File: src/rtl/ttt2_link_pkg.sv
`timescale 1ns/1ps
`default_nettype none
//==============================================================================
// Module      : ttt2_link_pkg
// Description : Shared definitions for the ttt2 two-phase dual-rail link.
//               - tx_state_t     : transmitter FSM states
//               - EOF_BOTH_RAILS : rail mask toggled by the end-of-frame symbol
//               - rail_for_bit() : rail mask toggled by one data bit
//               - frame_period() : cycles from one accept to the earliest next
//                                  accept, for a given DATA_W and GAP
// Revision    : 1.0 - initial release
//==============================================================================
package ttt2_link_pkg;

   typedef enum logic [1:0] {
      IDLE     = 2'd0,
      SYM      = 2'd1,
      GAP_WAIT = 2'd2,
      EOF_WAIT = 2'd3
   } tx_state_t;

   // Bit 0 is rail 0 (line0), bit 1 is rail 1 (line1).
   localparam logic [1:0] EOF_BOTH_RAILS = 2'b11;

   // A '1' bit is signalled on rail 1, a '0' bit on rail 0.
   function automatic logic [1:0] rail_for_bit(input logic b);
      return b ? 2'b10 : 2'b01;
   endfunction

   // DATA_W data symbols plus one EOF symbol, each followed by GAP idle cycles.
   function automatic int frame_period(input int data_w, input int gap);
      return (data_w + 1) * (gap + 1);
   endfunction

endpackage : ttt2_link_pkg
`default_nettype wire

File: src/rtl/ttt2_toggle_tx_if.sv
`timescale 1ns/1ps
`default_nettype none
//==============================================================================
// Module      : ttt2_toggle_tx_if
// Description : Valid/ready word handshake into the toggle transmitter.
//               in_valid : word offered          (master -> slave)
//               in_data  : payload, LSB sent first (master -> slave)
//               in_ready : slave accepts a word  (slave -> master)
// Revision    : 1.0 - initial release
//==============================================================================
interface ttt2_toggle_tx_if #(
   parameter int DATA_W = 8
) ();

   logic              in_valid;
   logic [DATA_W-1:0] in_data;
   logic              in_ready;

   modport master (
      output in_valid,
      output in_data,
      input  in_ready
   );

   modport slave (
      input  in_valid,
      input  in_data,
      output in_ready
   );

endinterface : ttt2_toggle_tx_if
`default_nettype wire

File: src/rtl/ttt2_gap_timer.sv
`timescale 1ns/1ps
`default_nettype none
//==============================================================================
// Module      : ttt2_gap_timer
// Description : Loadable down-counter that times the quiet period after every
//               rail symbol. Loading has priority over decrementing; the count
//               saturates at zero.
// Ports       : clk    - rising-edge clock
//               rst    - synchronous active-high reset (count -> 0)
//               i_load - load the count with GAP
//               i_dec  - decrement the count (ignored at zero)
//               o_zero - count is zero
//               o_last - count is one, i.e. the next decrement reaches zero
// Revision    : 1.0 - initial release
//==============================================================================
module ttt2_gap_timer #(
   parameter int GAP = 3
) (
   input  wire logic clk,
   input  wire logic rst,
   input  wire logic i_load,
   input  wire logic i_dec,
   output logic      o_zero,
   output logic      o_last
);

   generate
      if (GAP < 1) begin : g_gap_check
         $error("ttt2_gap_timer: GAP must be at least 1");
      end
   endgenerate

   localparam int                 CNT_W = (GAP < 1) ? 1 : $clog2(GAP + 1);
   localparam logic [CNT_W-1:0]   c_GAP = CNT_W'(GAP);
   localparam logic [CNT_W-1:0]   c_ONE = CNT_W'(1);

   logic [CNT_W-1:0] r_count;

   always_ff @(posedge clk) begin
      if (rst) begin
         r_count <= '0;
      end else if (i_load) begin
         r_count <= c_GAP;
      end else if (i_dec && (r_count != '0)) begin
         r_count <= r_count - c_ONE;
      end
   end

   assign o_zero = (r_count == '0);
   assign o_last = (r_count == c_ONE);

endmodule : ttt2_gap_timer
`default_nettype wire

File: src/rtl/ttt2_toggle_tx.sv
`timescale 1ns/1ps
`default_nettype none
//==============================================================================
// Module      : ttt2_toggle_tx
// Description : Two-phase dual-rail serial transmitter. Accepts a DATA_W word
//               over a valid/ready handshake and sends it LSB first as one
//               toggle per bit on the rail chosen by the bit value, followed by
//               an end-of-frame symbol that toggles both rails. Every symbol is
//               followed by GAP quiet cycles.
// Ports       : clk        - rising-edge clock
//               rst        - synchronous active-high reset
//               s_in       - word handshake (slave side: in_valid, in_data,
//                            in_ready; in_ready is registered)
//               line0      - rail 0, toggles once per '0' bit and on EOF
//               line1      - rail 1, toggles once per '1' bit and on EOF
//               busy       - frame in progress (registered)
//               frame_done - one-cycle pulse at the end of the frame period
// Revision    : 1.0 - initial release
//==============================================================================
module ttt2_toggle_tx
   import ttt2_link_pkg::*;
#(
   parameter int DATA_W = 8,
   parameter int GAP    = 3
) (
   input  wire logic             clk,
   input  wire logic             rst,
   ttt2_toggle_tx_if.slave       s_in,
   output logic                  line0,
   output logic                  line1,
   output logic                  busy,
   output logic                  frame_done
);

   generate
      if (DATA_W < 1) begin : g_data_w_check
         $error("ttt2_toggle_tx: DATA_W must be at least 1");
      end
   endgenerate

   localparam int               IDX_W      = $clog2(DATA_W + 1);
   localparam logic [IDX_W-1:0] c_IDX_ONE  = IDX_W'(1);
   localparam logic [IDX_W-1:0] c_IDX_LAST = IDX_W'(DATA_W);

   //---------------------------------------------------------------------------
   // State and datapath registers with their next-state values
   //---------------------------------------------------------------------------
   tx_state_t         r_state,  w_state_nxt;
   logic [DATA_W-1:0] r_shift,  w_shift_nxt;   // remaining bits, next bit at [0]
   logic [IDX_W-1:0]  r_idx,    w_idx_nxt;     // index of the next bit to send
   logic [1:0]        r_rails,  w_rails_nxt;   // {line1, line0}
   logic              r_ready,  w_ready_nxt;
   logic              r_busy,   w_busy_nxt;
   logic              r_done,   w_done_nxt;

   logic              w_gap_load;
   logic              w_gap_dec;
   logic              w_gap_zero;
   logic              w_gap_last;
   logic              w_accept;

   //---------------------------------------------------------------------------
   // Quiet-period timer
   //---------------------------------------------------------------------------
   ttt2_gap_timer #(
      .GAP    (GAP)
   ) u_gap_timer (
      .clk    (clk),
      .rst    (rst),
      .i_load (w_gap_load),
      .i_dec  (w_gap_dec),
      .o_zero (w_gap_zero),
      .o_last (w_gap_last)
   );

   assign w_accept = s_in.in_valid && r_ready;

   //---------------------------------------------------------------------------
   // Register process
   //---------------------------------------------------------------------------
   always_ff @(posedge clk) begin
      if (rst) begin
         r_state <= IDLE;
         r_shift <= '0;
         r_idx   <= '0;
         r_rails <= 2'b00;
         r_ready <= 1'b1;
         r_busy  <= 1'b0;
         r_done  <= 1'b0;
      end else begin
         r_state <= w_state_nxt;
         r_shift <= w_shift_nxt;
         r_idx   <= w_idx_nxt;
         r_rails <= w_rails_nxt;
         r_ready <= w_ready_nxt;
         r_busy  <= w_busy_nxt;
         r_done  <= w_done_nxt;
      end
   end

   //---------------------------------------------------------------------------
   // Next-state / control process
   //
   // Symbol spacing: a data symbol fires GAP+1 edges after the previous one
   // (GAP edges in GAP_WAIT counting down, then one SYM edge that toggles).
   // The EOF symbol toggles straight out of GAP_WAIT, so after the last data
   // bit GAP_WAIT lets the timer reach zero and then spends one more edge
   // there, keeping EOF on the same GAP+1 grid as the data symbols.
   //---------------------------------------------------------------------------
   always_comb begin
      w_state_nxt = r_state;
      w_shift_nxt = r_shift;
      w_idx_nxt   = r_idx;
      w_rails_nxt = r_rails;
      w_ready_nxt = r_ready;
      w_busy_nxt  = r_busy;
      w_done_nxt  = 1'b0;
      w_gap_load  = 1'b0;
      w_gap_dec   = 1'b0;

      case (r_state)
         IDLE: begin
            if (w_accept) begin
               // Bit 0 goes out on the accept edge itself.
               w_rails_nxt = r_rails ^ rail_for_bit(s_in.in_data[0]);
               w_shift_nxt = s_in.in_data >> 1;
               w_idx_nxt   = c_IDX_ONE;
               w_ready_nxt = 1'b0;
               w_busy_nxt  = 1'b1;
               w_gap_load  = 1'b1;
               w_state_nxt = GAP_WAIT;
            end
         end

         GAP_WAIT: begin
            if (w_gap_zero) begin
               // Only reachable once every data bit has been sent.
               w_rails_nxt = r_rails ^ EOF_BOTH_RAILS;
               w_gap_load  = 1'b1;
               w_state_nxt = EOF_WAIT;
            end else begin
               w_gap_dec = 1'b1;
               if (w_gap_last && (r_idx < c_IDX_LAST)) begin
                  w_state_nxt = SYM;
               end
            end
         end

         SYM: begin
            w_rails_nxt = r_rails ^ rail_for_bit(r_shift[0]);
            w_shift_nxt = r_shift >> 1;
            w_idx_nxt   = r_idx + c_IDX_ONE;
            w_gap_load  = 1'b1;
            w_state_nxt = GAP_WAIT;
         end

         EOF_WAIT: begin
            w_gap_dec = 1'b1;
            if (w_gap_last) begin
               w_ready_nxt = 1'b1;
               w_busy_nxt  = 1'b0;
               w_done_nxt  = 1'b1;
               w_state_nxt = IDLE;
            end
         end

         default: begin
            w_state_nxt = IDLE;
         end
      endcase
   end

   //---------------------------------------------------------------------------
   // Outputs
   //---------------------------------------------------------------------------
   assign s_in.in_ready = r_ready;
   assign line0         = r_rails[0];
   assign line1         = r_rails[1];
   assign busy          = r_busy;
   assign frame_done    = r_done;

endmodule : ttt2_toggle_tx
`default_nettype wire

File: src/flat_wrapper.sv
// flat-port wrapper written by rule: the top's interface ports become plain ports
module ttt2_toggle_tx_flat import ttt2_link_pkg::*;
#(
   parameter int DATA_W = 8,
   parameter int GAP    = 3
)
  (clk, rst, line0, line1, busy, frame_done, s_in_in_valid, s_in_in_data, s_in_in_ready);
  ttt2_toggle_tx_if #(.DATA_W(DATA_W)) s_in_i ();
  input  wire logic clk;
  input  wire logic rst;
  output logic line0;
  output logic line1;
  output logic busy;
  output logic frame_done;
  input wire logic [$bits(s_in_i.in_valid)-1:0] s_in_in_valid;
  input wire logic [$bits(s_in_i.in_data)-1:0] s_in_in_data;
  output wire logic [$bits(s_in_i.in_ready)-1:0] s_in_in_ready;
  assign s_in_i.in_valid = s_in_in_valid;
  assign s_in_i.in_data = s_in_in_data;
  assign s_in_in_ready = s_in_i.in_ready;
  ttt2_toggle_tx #(.DATA_W(DATA_W), .GAP(GAP)) u_core (.clk(clk), .rst(rst), .s_in(s_in_i), .line0(line0), .line1(line1), .busy(busy), .frame_done(frame_done));
endmodule
File: config.mk
export PLATFORM = sky130hd
export DESIGN_NAME = ttt2_toggle_tx_flat
export DESIGN_NICKNAME = d
export VERILOG_FILES = /design/src/rtl/ttt2_link_pkg.sv /design/src/rtl/ttt2_toggle_tx_if.sv /design/src/rtl/ttt2_gap_timer.sv /design/src/rtl/ttt2_toggle_tx.sv /design/src/flat_wrapper.sv
export SDC_FILE = /design/constraint.sdc
export NUM_CORES = 1
export LEC_CHECK = 0
export BUFFER_PORTS_ARGS = -buffer_cell sky130_fd_sc_hd__buf_2
export CORE_MARGIN = 4
export CORE_UTILIZATION = 45
export DETAILED_ROUTE_END_ITERATION = 10
export GPL_TIMING_DRIVEN = 0
export PLACE_DENSITY_LB_ADDON = 0.25
export SYNTH_ARGS = -nofsm -noshare
export SYNTH_HDL_FRONTEND = slang
export SYNTH_SLANG_ARGS = --single-unit
File: constraint.sdc
create_clock -name clk -period 1.8 [get_ports clk]
set_input_delay 0.36 -clock clk [delete_from_list [all_inputs] [get_ports clk]]
set_output_delay 0.36 -clock clk [all_outputs]
set_load 0.02 [all_outputs]
# Word level (Yosys, flattened, before mapping)
# Cells that the tools add are included.
[word_totals] register_bits=21 inputBits=11 output_inout_bits=5
[op_classes] addsub=2 magnitude_cmp=1 eq_ne=8 muxes=28 n_bitwise=4 reduce_logical=15
[op_table] op="$mux 2" count=10
[op_table] op="$pmux 8 s2" count=1
[op_table] op="$reduce_and 3->1" count=3
[op_table] op="$mux 1" count=8
[op_table] op="$mux 8" count=1
[op_table] op="$pmux 2 s4" count=1
[op_table] op="$pmux 4 s2" count=1
[op_table] op="$reduce_bool 2->1" count=4
[op_table] op="$pmux 1 s2" count=3
[op_table] op="$pmux 2 s3" count=1
[op_table] op="$add 4x1->4 const B" count=1
[op_table] op="$eq 2x1->1 const B" count=2
[op_table] op="$eq 2x2->1 const B" count=2
[op_table] op="$logic_not 2->1" count=2
[op_table] op="$lt 4x4->1 const B" count=1
[op_table] op="$mux 4" count=1
[op_table] op="$ne 2x1->1 const B" count=2
[op_table] op="$xor 2x2->2" count=2
[op_table] op="$logic_and 1x1->1" count=3
[op_table] op="$ne 3x2->1 const B" count=1
[op_table] op="$pmux 1 s3" count=1
[op_table] op="$reduce_bool 3->1" count=1
[op_table] op="$ne 2x2->1 const B" count=1
[op_table] op="$not 2->2" count=1
[op_table] op="4 further kinds" count=4

# Logic depth before layout (Yosys ltp)
# Gate-level depths: netlist (run 1).
[depth] word_depth=6 mapped_depth=6 mapped_depth_nobuf=6

# Modules after synthesis
# From an unflattened synthesis (run 1), not the netlist that was laid out.
[hier_totals] hier_cells=115 area_unflattened_um2=985.9
[by_module_without_submodules] mod="ttt2_toggle_tx" n_inst=1 cells_each=102 area_per_inst_um2=858.3 seq_area_each_um2=360.3
[by_module_without_submodules] mod="ttt2_gap_timer" n_inst=1 cells_each=13 area_per_inst_um2=127.6 seq_area_each_um2=40.0

# Least setup slack after synthesis (run 1)
# No wires, ideal clock.
[synth_path] kind="register -> register" start="reg u_core.r_ready (netlist: u_core.s_in.in_ready)" end="reg u_core.r_rails[0]" setup_time_ns=0.123 arrival_ns=1.433 t_required_ns=1.677 setup_slack_ns=0.244 path_stages_with_launch=6 path_buffers=1 path_cell_list="dfxtp_1 -> and4bb_1 -> buf_6 -> nor2_8 -> a221oi_2 -> mux2_1"
[synth_between] elab_chain_cells=3
[synth_rtl] element="start, declared" line_no="ttt2_toggle_tx.sv:52" source="logic r_ready, w_ready_nxt;"
[synth_rtl] element="start signal, assigned" line_no="ttt2_toggle_tx.sv:95" source="r_ready <= w_ready_nxt;"
[synth_rtl] element="$logic_and 1x1->1" line_no="ttt2_toggle_tx.sv:76" source="assign w_accept = s_in.in_valid && r_ready;"
[synth_rtl] element="$ne 2x1->1 (no line)"
[synth_rtl] element="$reduce_and 3->1 (no line)"
[synth_rtl] element="end signal, assigned" line_no="ttt2_toggle_tx.sv:94" source="r_rails <= w_rails_nxt;"
[synth_rtl] element="end, declared" line_no="ttt2_toggle_tx.sv:51" source="logic [1:0] r_rails, w_rails_nxt;"
# Every way passes these cells.
# A chain may end at the register's enable or synchronous reset.

# Final worst setup path (run 1)
[layout_path] start="reg u_core.r_state[1]" end="reg u_core.r_rails[0]"
[layout_between] elab_chain_cells=3
[layout_rtl] element="start, declared" line_no="ttt2_toggle_tx.sv:48" source="tx_state_t r_state, w_state_nxt;"
[layout_rtl] element="start signal, assigned" line_no="ttt2_toggle_tx.sv:91" source="r_state <= w_state_nxt;"
[layout_rtl] element="$eq 2x2->1, or another cell as far along" line_no="ttt2_toggle_tx.sv:121" source="case (r_state)"
[layout_rtl] element="$ne 2x2->1 (no line), or another cell as far along"
[layout_rtl] element="$reduce_and 3->1 (no line)"
# Parallel ways exist; a longest one is shown, timed or not.

==> summary.md, run 1 <==
| Metric | Value |
|---|---|
| Status | finished clean |
| Hold Fails Final Rpt | 0 |
| Clock buffer count from CTS | 3 |
| Synth Net Count | roughly 130 |
| Synth Area in Adders | 0.0519 |
| Core area | 0.00200 mm² |
| Multiplexer share of the synthesized area | 0.0455 |
| N_diodes | 0 |
| Critical Path RT | 1.99 ns |
| DR DRC count | 0 |
| Syn_area_per_cell | ~8.7 µm² |
| Crit-path slowest cell | dfxtp_1 |
| Max-cap check violation count | 0 |
| Pin count of the biggest net entering global routing | 11 |
| Relative slew slack | 0.711 |
| Max-slew violations | 0 |
| Initial antenna violation count | 0 |
| Sw Pwr | 418 µW |
| Htree depth | 1 |
| Routed vias | 841 |
| Setup TNS | 0 ns |
| Min-delay src | s_in_in_data[7] |
| Least-Margin Pin Slew | around 0.43 ns |
| Comb pwr share | 0.367 |
| R2r startpoint | u_core.r_state[1]$_SDFFE_PP0P_ |
| Main combinational cell family by area after synthesis | simple AND/OR/NAND/NOR gates |
| RSZ-0062 raised after global routing | false |
| Vias in the first global route | 736 |
| Power per cell area | 1100 mW/mm² |
| Xor/xnor share of the synthesized area | 0.00909 |
| CTS tree | done |
| Gate Count Post-Synth | around 110 |
| Fmax | 0.647 GHz |
| Worst-path cell chain | and4bb_1, buf_6, nor2_8, a221oi_2, mux2_1 |
| Routability cong. | 0.768 |
| Simple-Gate Fraction of Synth Area | 0.243 |
| Most frequent cells in the layout | 20 x dfxtp_1, 18 x buf_2, 17 x a21oi_1 |
| Leakage power total | 0.000448 µW |
| Clk Latency, worst-skew pair | 0.29 ns |
| Clock root cell | clkbuf_4 |
| Avg WL per Cell | 11.7 µm |
| Finished Cell Area | approximately 0.0011 mm² |
| CP endpoint kind | flop |
| Detailed-placement wirelength estimate | 1360 µm |
| Die Y-Extent | 54.3 µm |
| Flop2flop setup slack | 0.25 ns |
| Worst Path Arrival | 1.73 ns |
| P&R area growth vs syn | 13.6% |
| Post-synth top area cell | dfxtp_1 |
| IO Pins | 16 |
| Hold buffer count at CTS | 0 |
| Clock Sinks | 20 |
| Count of cell types in the netlist | 30 |
| Critical Path Fanout Max | 9 |
| Period minus WS final | 1.55 ns |
| Critical Path Start | u_core.r_state[1]$_SDFFE_PP0P_ |
| Clock share of power | 0.168 |
| Worst Path Buf+Inv | 1 |
| Synth top area share | 0.416 |
| Synth warn | 0 |
| Clock tree buffer depth | 2 |
| Initial DRC count | 16 |
| Total global-route track usage | 0.147 |
| Layout cells sized above 1 | 0.194 |
| Tcrit/Tclk final | 0.859 |
| Max incr delay on CP | around 0.35 ns |
| Commonest non-fill, non-tap cell in the layout | dfxtp_1 |
| RR Endpoint | u_core.r_rails[0]$_SDFFE_PP0P_ |
| Int Power | 786 µW |
| # rows | 16 |
| Cells on worst reg2reg path | 5 |
| Worst Hold Path EP | u_core.r_shift[6]$_SDFFE_PP0P_ |
| Sw Ratio | 0.347 |
| Worst Hold Depth | 3 |
| Final Skew | 0.00125 ns |
| Max IR drop VDD | roughly 570 µV |
| Via-to-Cell Ratio | 5.39 |
| CP Class | flop to flop |
| Flop pwr share | 0.465 |
| Reg clk slew, reported paths | 0.10 ns |
| Synthesized area | 963 µm² |
| Die footprint | roughly 0.0029 mm² |
| ANT nets after route | 0 |
| Final setup fails | 0 |
| Final wirelength | around 1800 µm |
| Final Power | 1200 µW |
| Crit-path leading delay family | simple AND/OR/NAND/NOR gates |
| Final Core Density | 0.547 |
| # Post-CTS Setup Buffers | 0 |
| Nets | 146 |
| Seq/Total Area, Yosys | 0.416 |
| Crit start category | flop |
| # resized after CTS | 0 |
| Initial Utilization | 0.481 |
| Yosys reg bits | 20 |
| Number of port buffers | 15 |
| Worst hold path type | input port to flop |
| Synth Area in Compound Gates | 0.188 |
| Post-DP Area | 0.00107 mm² |
| Total grt overflow | 0 |
| Die Wd | 54.3 µm |
| Pre-antenna DRT Iters | 4 |
| First-pass GRT wire length | 3110 µm |
| Synth top area cells | dfxtp_1 42%, a21oi_1 8.8%, nor2_1 5.5% |
==> how the worst max path moves through the flow <==
stage | end | depth (start not counted)
3_5_place_dp | u_core.r_rails[0]$_SDFFE_PP0P_ | 6
3_3_place_gp | u_core.r_rails[0]$_SDFFE_PP0P_ | 6
2_1_floorplan | u_core.r_rails[0]$_SDFFE_PP0P_ | 5
4_1_cts | u_core.r_rails[0]$_SDFFE_PP0P_ | 5
5_1_grt | u_core.r_rails[0]$_SDFFE_PP0P_ | 5
6_report | u_core.r_rails[0]$_SDFFE_PP0P_ | 5
==> cell families after synthesis <==
logic type / Yosys count
and+or+nand+nor: 44
AOI/OAI and AO/OA: 29
DFF: 20
buffers and inverters: 9
muxes: 4
adders and majority gates: 4
xor gates and xnor gates: 1
==> per-layer routing <==
| layer | track usage | wire [µm] | vias to the layer above |
|---|---|---|---|
| met1 | 0.203 | 881 | 392 |
| met2 | 0.219 | 820 | 20 |
| met4 | 0.0622 | 12 | 0 |
| met3 | 0.0327 | 112 | 2 |
| li1 | - | - | 427 |
| met5 | 0 | 0 | - |
==> power groups by stage <==
stage | Sequential (µW) | Combinational, µW | Clock [µW]
4_1_cts | 560 | 446 | 219
3_5_place_dp | 570 | 445 | 0
5_1_grt | 570 | 507 | 227
3_3_place_gp | 567 | 437 | 0
6_report | 559 | 442 | 203
2_1_floorplan | 589 | 325 | 0
==> stage by stage <==
| stage | setup slack, ns | instances | hold slack [ns] |
|---|---|---|---|
| 2_1_floorplan | 0.244 | 111 | 0.436 |
| 3_3_place_gp | 0.216 | 153 | 0.442 |
| 3_5_place_dp | 0.210 | 153 | 0.449 |
| 4_1_cts | 0.257 | 156 | 0.285 |
| 5_1_grt | 0.166 | 156 | 0.334 |
| 6_report | 0.254 | 156 | 0.299 |
==> worst register-to-register path, delay by kind of cell (launching register included) <==
kind | cells | cell delay [ns]
flip-flops | 1 | 0.35
AO/OA/AOI/OAI | 1 | 0.24
buffers and inverters | 1 | 0.16
AND/OR/NAND/NOR | 2 | 0.36
multiplexers | 1 | 0.34
==> state kept, by name, indices dropped and copies added, names as in the netlist <==
name and cells:
u_core.busy 1, u_core.s_in.in_ready 1, u_core.frame_done 1, u_core.r_state 2, u_core.r_shift 7, u_core.r_rails 2
u_core.r_idx 4, u_core.u_gap_timer.r_count 2
==> area by class of cell <==
| cell class | count | area [µm²] |
|---|---|---|
| fillers | 200 | 907 |
| multi-input cells | 82 | 518 |
| flip-flops and latches | 20 | 400 |
| clock buffers | 3 | 22.5 |
| inverters | 3 | 11.3 |
| plain buffers | 6 | 33.8 |
| repair buffers | 15 | 75.1 |
| well taps | 27 | 33.8 |
==> cell usage after synthesis <==
library cell / number
nand2b_1: 2
ha_1: 4
clkbuf_1: 2
a221oi_2: 1
nand4_1: 1
dfxtp_1: 20
nand4bb_1: 1
buf_2: 3
mux2_1: 2
o21bai_1: 1
o31ai_1: 1
mux2i_1: 1
a2bb2oi_1: 1
a22oi_1: 5
buf_6: 1
nor2_8: 1
nor3b_1: 2
nand3_1: 3
nor2b_1: 6
inv_1: 3
o21ai_0: 1
nor4_1: 1
nor2_1: 14
nand2_1: 12
and4bb_1: 1
a21oi_1: 17
xnor2_1: 1
o211ai_1: 1
mux2_2: 1
a211oi_1: 1
No activity file was read; power rests on OpenSTA's default activity.
==> inputs of run 2 (changes only) <==
==> constraint.sdc (replaced) <==
create_clock -name clk -period 1.5 [get_ports clk]
set_input_delay 0.3 -clock clk [delete_from_list [all_inputs] [get_ports clk]]
set_output_delay 0.3 -clock clk [all_outputs]
set_load 0.02 [all_outputs]
==> summary.md, run 2 (synthesis results as in run 1) <==
| Metric | Value |
|---|---|
| Die Y-Extent | 54.3 µm (unchanged) |
| Max-cap check violation count | 0 (unchanged) |
| Min-delay src | s_in_in_data[7] (unchanged) |
| Worst hold path type | input port to flop (unchanged) |
| Worst-path cell chain | and4bb_1, buf_6, nor2_8, a221oi_4, mux2_4 (was and4bb_1, buf_6, nor2_8, a221oi_2, mux2_1) |
| Via-to-Cell Ratio | 5.25 (was 5.39) |
| Clock root cell | clkbuf_4 (unchanged) |
| Max incr delay on CP | 0.35 ns (about the same) |
| Pre-CTS WS | -0.0409 ns (was 0.210 ns) |
| Comb pwr share | 0.399 (was 0.367) |
| Htree depth | 1 (unchanged) |
| Relative slew slack | 0.692 (was 0.711) |
| Most frequent cells in the layout | 18 x dfxtp_1, 17 x a21oi_1, 15 x buf_2 (was 20 x dfxtp_1, 18 x buf_2, 17 x a21oi_1) |
| Uppermost layer routed | met4 (unchanged) |
| Power per cell area | 1320 mW/mm² (was 1100 mW/mm²) |
| Die Wd | 54.3 µm (unchanged) |
| Clock tree buffer depth | 2 (unchanged) |
| Hold Fails Final Rpt | 0 (unchanged) |
| Total global-route track usage | 0.157 (was 0.147) |
| Initial DRC count | 14 (was 16) |
| Max FFs per register | 7 (unchanged) |
| Worst Path Arrival | 1.66 ns (was 1.73 ns) |
| Int Power | 999 µW (was 786 µW) |
| Status | finished clean (unchanged) |
| P&R area growth vs syn | 20.1% (was 13.6%) |
| Crit start category | flop (unchanged) |
| IO Pins | 16 (unchanged) |
| Clock Sinks | 20 (unchanged) |
| Critical Path Start | u_core.r_state[1]$_SDFFE_PP0P_ (unchanged) |
| Clock buffer count from CTS | 3 (unchanged) |
| Sw Pwr | 530 µW (was 418 µW) |
| Detailed-placement wirelength estimate | 1370 µm (was 1360 µm) |
| CP endpoint kind | flop (unchanged) |
| Final wirelength | 1930 µm (was 1830 µm) |
| Commonest non-fill, non-tap cell in the layout | dfxtp_1 (unchanged) |
| Reg clk slew, reported paths | 0.11 ns (was 0.10 ns) |
| Clk Latency, worst-skew pair | 0.29 ns (about the same) |
| RSZ-0062 raised after global routing | true (was false) |
| Hold buffer count at CTS | 0 (unchanged) |
| Final Core Density | 0.578 (was 0.547) |
| Placed Cells | 153 (unchanged) |
| Largest Register | u_core.r_shift (unchanged) |
| M1 wire length | 933 µm (was 881 µm) |
| Post-route setup slack | 0.0362 ns (was 0.254 ns) |
| Worst Path Buf+Inv | 1 (unchanged) |
| Routed vias | 829 (was 841) |
| ANT nets after route | 0 (unchanged) |
| Critical Path Fanout Max | 5 (was 9) |
| Pin count of the biggest net entering global routing | 11 (unchanged) |
| Least-Margin Pin Slew | 0.463 ns (was 0.433 ns) |
| Max IR drop VDD | 713 µV (was 572 µV) |
| Met2 wire length | 903 µm (was 820 µm) |
| Final Skew | 0.00692 ns (was 0.00125 ns) |
| Die footprint | 0.00295 mm² (unchanged) |
| Layout cells sized above 1 | 0.267 (was 0.194) |
| Crit-path slowest cell | dfxtp_2 (was dfxtp_1) |
| Regs by FF count | u_core.r_shift: 7 flops, u_core.r_idx: 4 flops (unchanged) |
| Avg WL per Cell | 12.2 µm (was 11.7 µm) |
| First-pass GRT wire length | 3330 µm (was 3110 µm) |
| Final setup fails | 0 (unchanged) |
| R2r startpoint | u_core.r_state[1]$_SDFFE_PP0P_ (unchanged) |
| Pre-antenna DRT Iters | 4 (unchanged) |
| Flop pwr share | 0.442 (was 0.465) |
| Critical Path RT | 1.69 ns (was 1.99 ns) |
| N_diodes | 0 (unchanged) |
| Initial antenna violation count | 0 (unchanged) |
| Max-slew violations | 0 (unchanged) |
| Sw Ratio | 0.347 (about the same) |
| CP Class | flop to flop (unchanged) |
| Period minus WS final | 1.46 ns (was 1.55 ns) |
| Crit-path leading delay family | flip-flops (was simple AND/OR/NAND/NOR gates) |
| Core area | 0.00200 mm² (unchanged) |
| CTS tree | done (unchanged) |
| Number of port buffers | 15 (unchanged) |
| Met3 WL | 80 µm (was 112 µm) |
| Vias in the first global route | 782 (was 736) |
| Nets | 148 (was 146) |
| Fmax | 0.683 GHz (was 0.647 GHz) |
| Routability cong. | 0.766 (was 0.768) |
| Initial Utilization | 0.481 (unchanged) |
| Total grt overflow | 0 (unchanged) |
| Finished Layout Cells | 158 (was 156) |
| # rows | 16 (unchanged) |
| DR DRC count | 0 (unchanged) |
| Leakage power total | 0.000473 µW (was 0.000448 µW) |
| Tcrit/Tclk final | 0.976 (was 0.859) |
| Clock share of power | 0.159 (was 0.168) |
run 2: cell types whose count changed in the layout (fill, tap and decap cells not counted), moves of 2 or more:
| cell | before | now |
|---|---|---|
| buf_4 | 0 | 3 |
| buf_2 | 18 | 15 |
| dfxtp_1 | 20 | 18 |
| dfxtp_2 | 0 | 2 |
run 2: worst register-to-register path, stage by stage (launching register included):
cell and delay [ns]:
dfxtp_2 0.35, and4bb_1 0.26, buf_6 0.13, nor2_8 0.04
a221oi_4 0.27, mux2_4 0.32
run 2: worst paths after layout:
kind                                     to  slack, ns  cells after the start
max reg2reg  u_core.r_rails[0]$_SDFFE_PP0P_       0.04                      5
min          u_core.r_shift[6]$_SDFFE_PP0P_       0.25                      3
max          u_core.r_rails[0]$_SDFFE_PP0P_       0.04                      5
min reg2reg  u_core.r_shift[2]$_SDFFE_PP0P_       0.46                      2
run 2: layout make-up:
class | instances | area (µm²)
Inverter | 3 | 11.3
Sequential cell | 20 | 403
Tap cell | 27 | 33.8
Multi-Input combinational cell | 82 | 552
Timing Repair Buffer | 17 | 90.1
Buffer | 6 | 45.0
Fill cell | 177 | 845
Clock buffer | 3 | 22.5
run 2: power by group through the flow:
stage | Sequential (µW) | Clock (µW) | Combinational [µW]
6_report | 676 | 243 | 610
5_1_grt | 692 | 274 | 684
4_1_cts | 675 | 257 | 553
3_5_place_dp | 685 | 0 | 536
3_3_place_gp | 682 | 0 | 524
2_1_floorplan | 708 | 0 | 390
run 2: through the flow:
stage / total power (µW) / TNS, ns / hold WS [ns] / area [µm²]
6_report: 1530 / 0 / 0.246 / 1160
5_1_grt: 1650 / -0.0284 / 0.264 / 1160
4_1_cts: 1480 / 0 / 0.233 / 1110
3_5_place_dp: 1220 / -0.0459 / 0.447 / 1070
3_3_place_gp: 1210 / -0.0255 / 0.442 / 1070
2_1_floorplan: 1100 / 0 / 0.436 / 965
run 2: what timing repair did:
action	in CTS	in global routing
setup buffers	1	1
gates resized for setup	3	9
setup endpoints to repair	2	3
pin swaps	0	3
run 2: metal layers:
layer	vias to the layer above	track usage
met3	2	0.0490
met2	15	0.257
met5	-	0
met1	378	0.201
li1	434	-
met4	0	0.0373
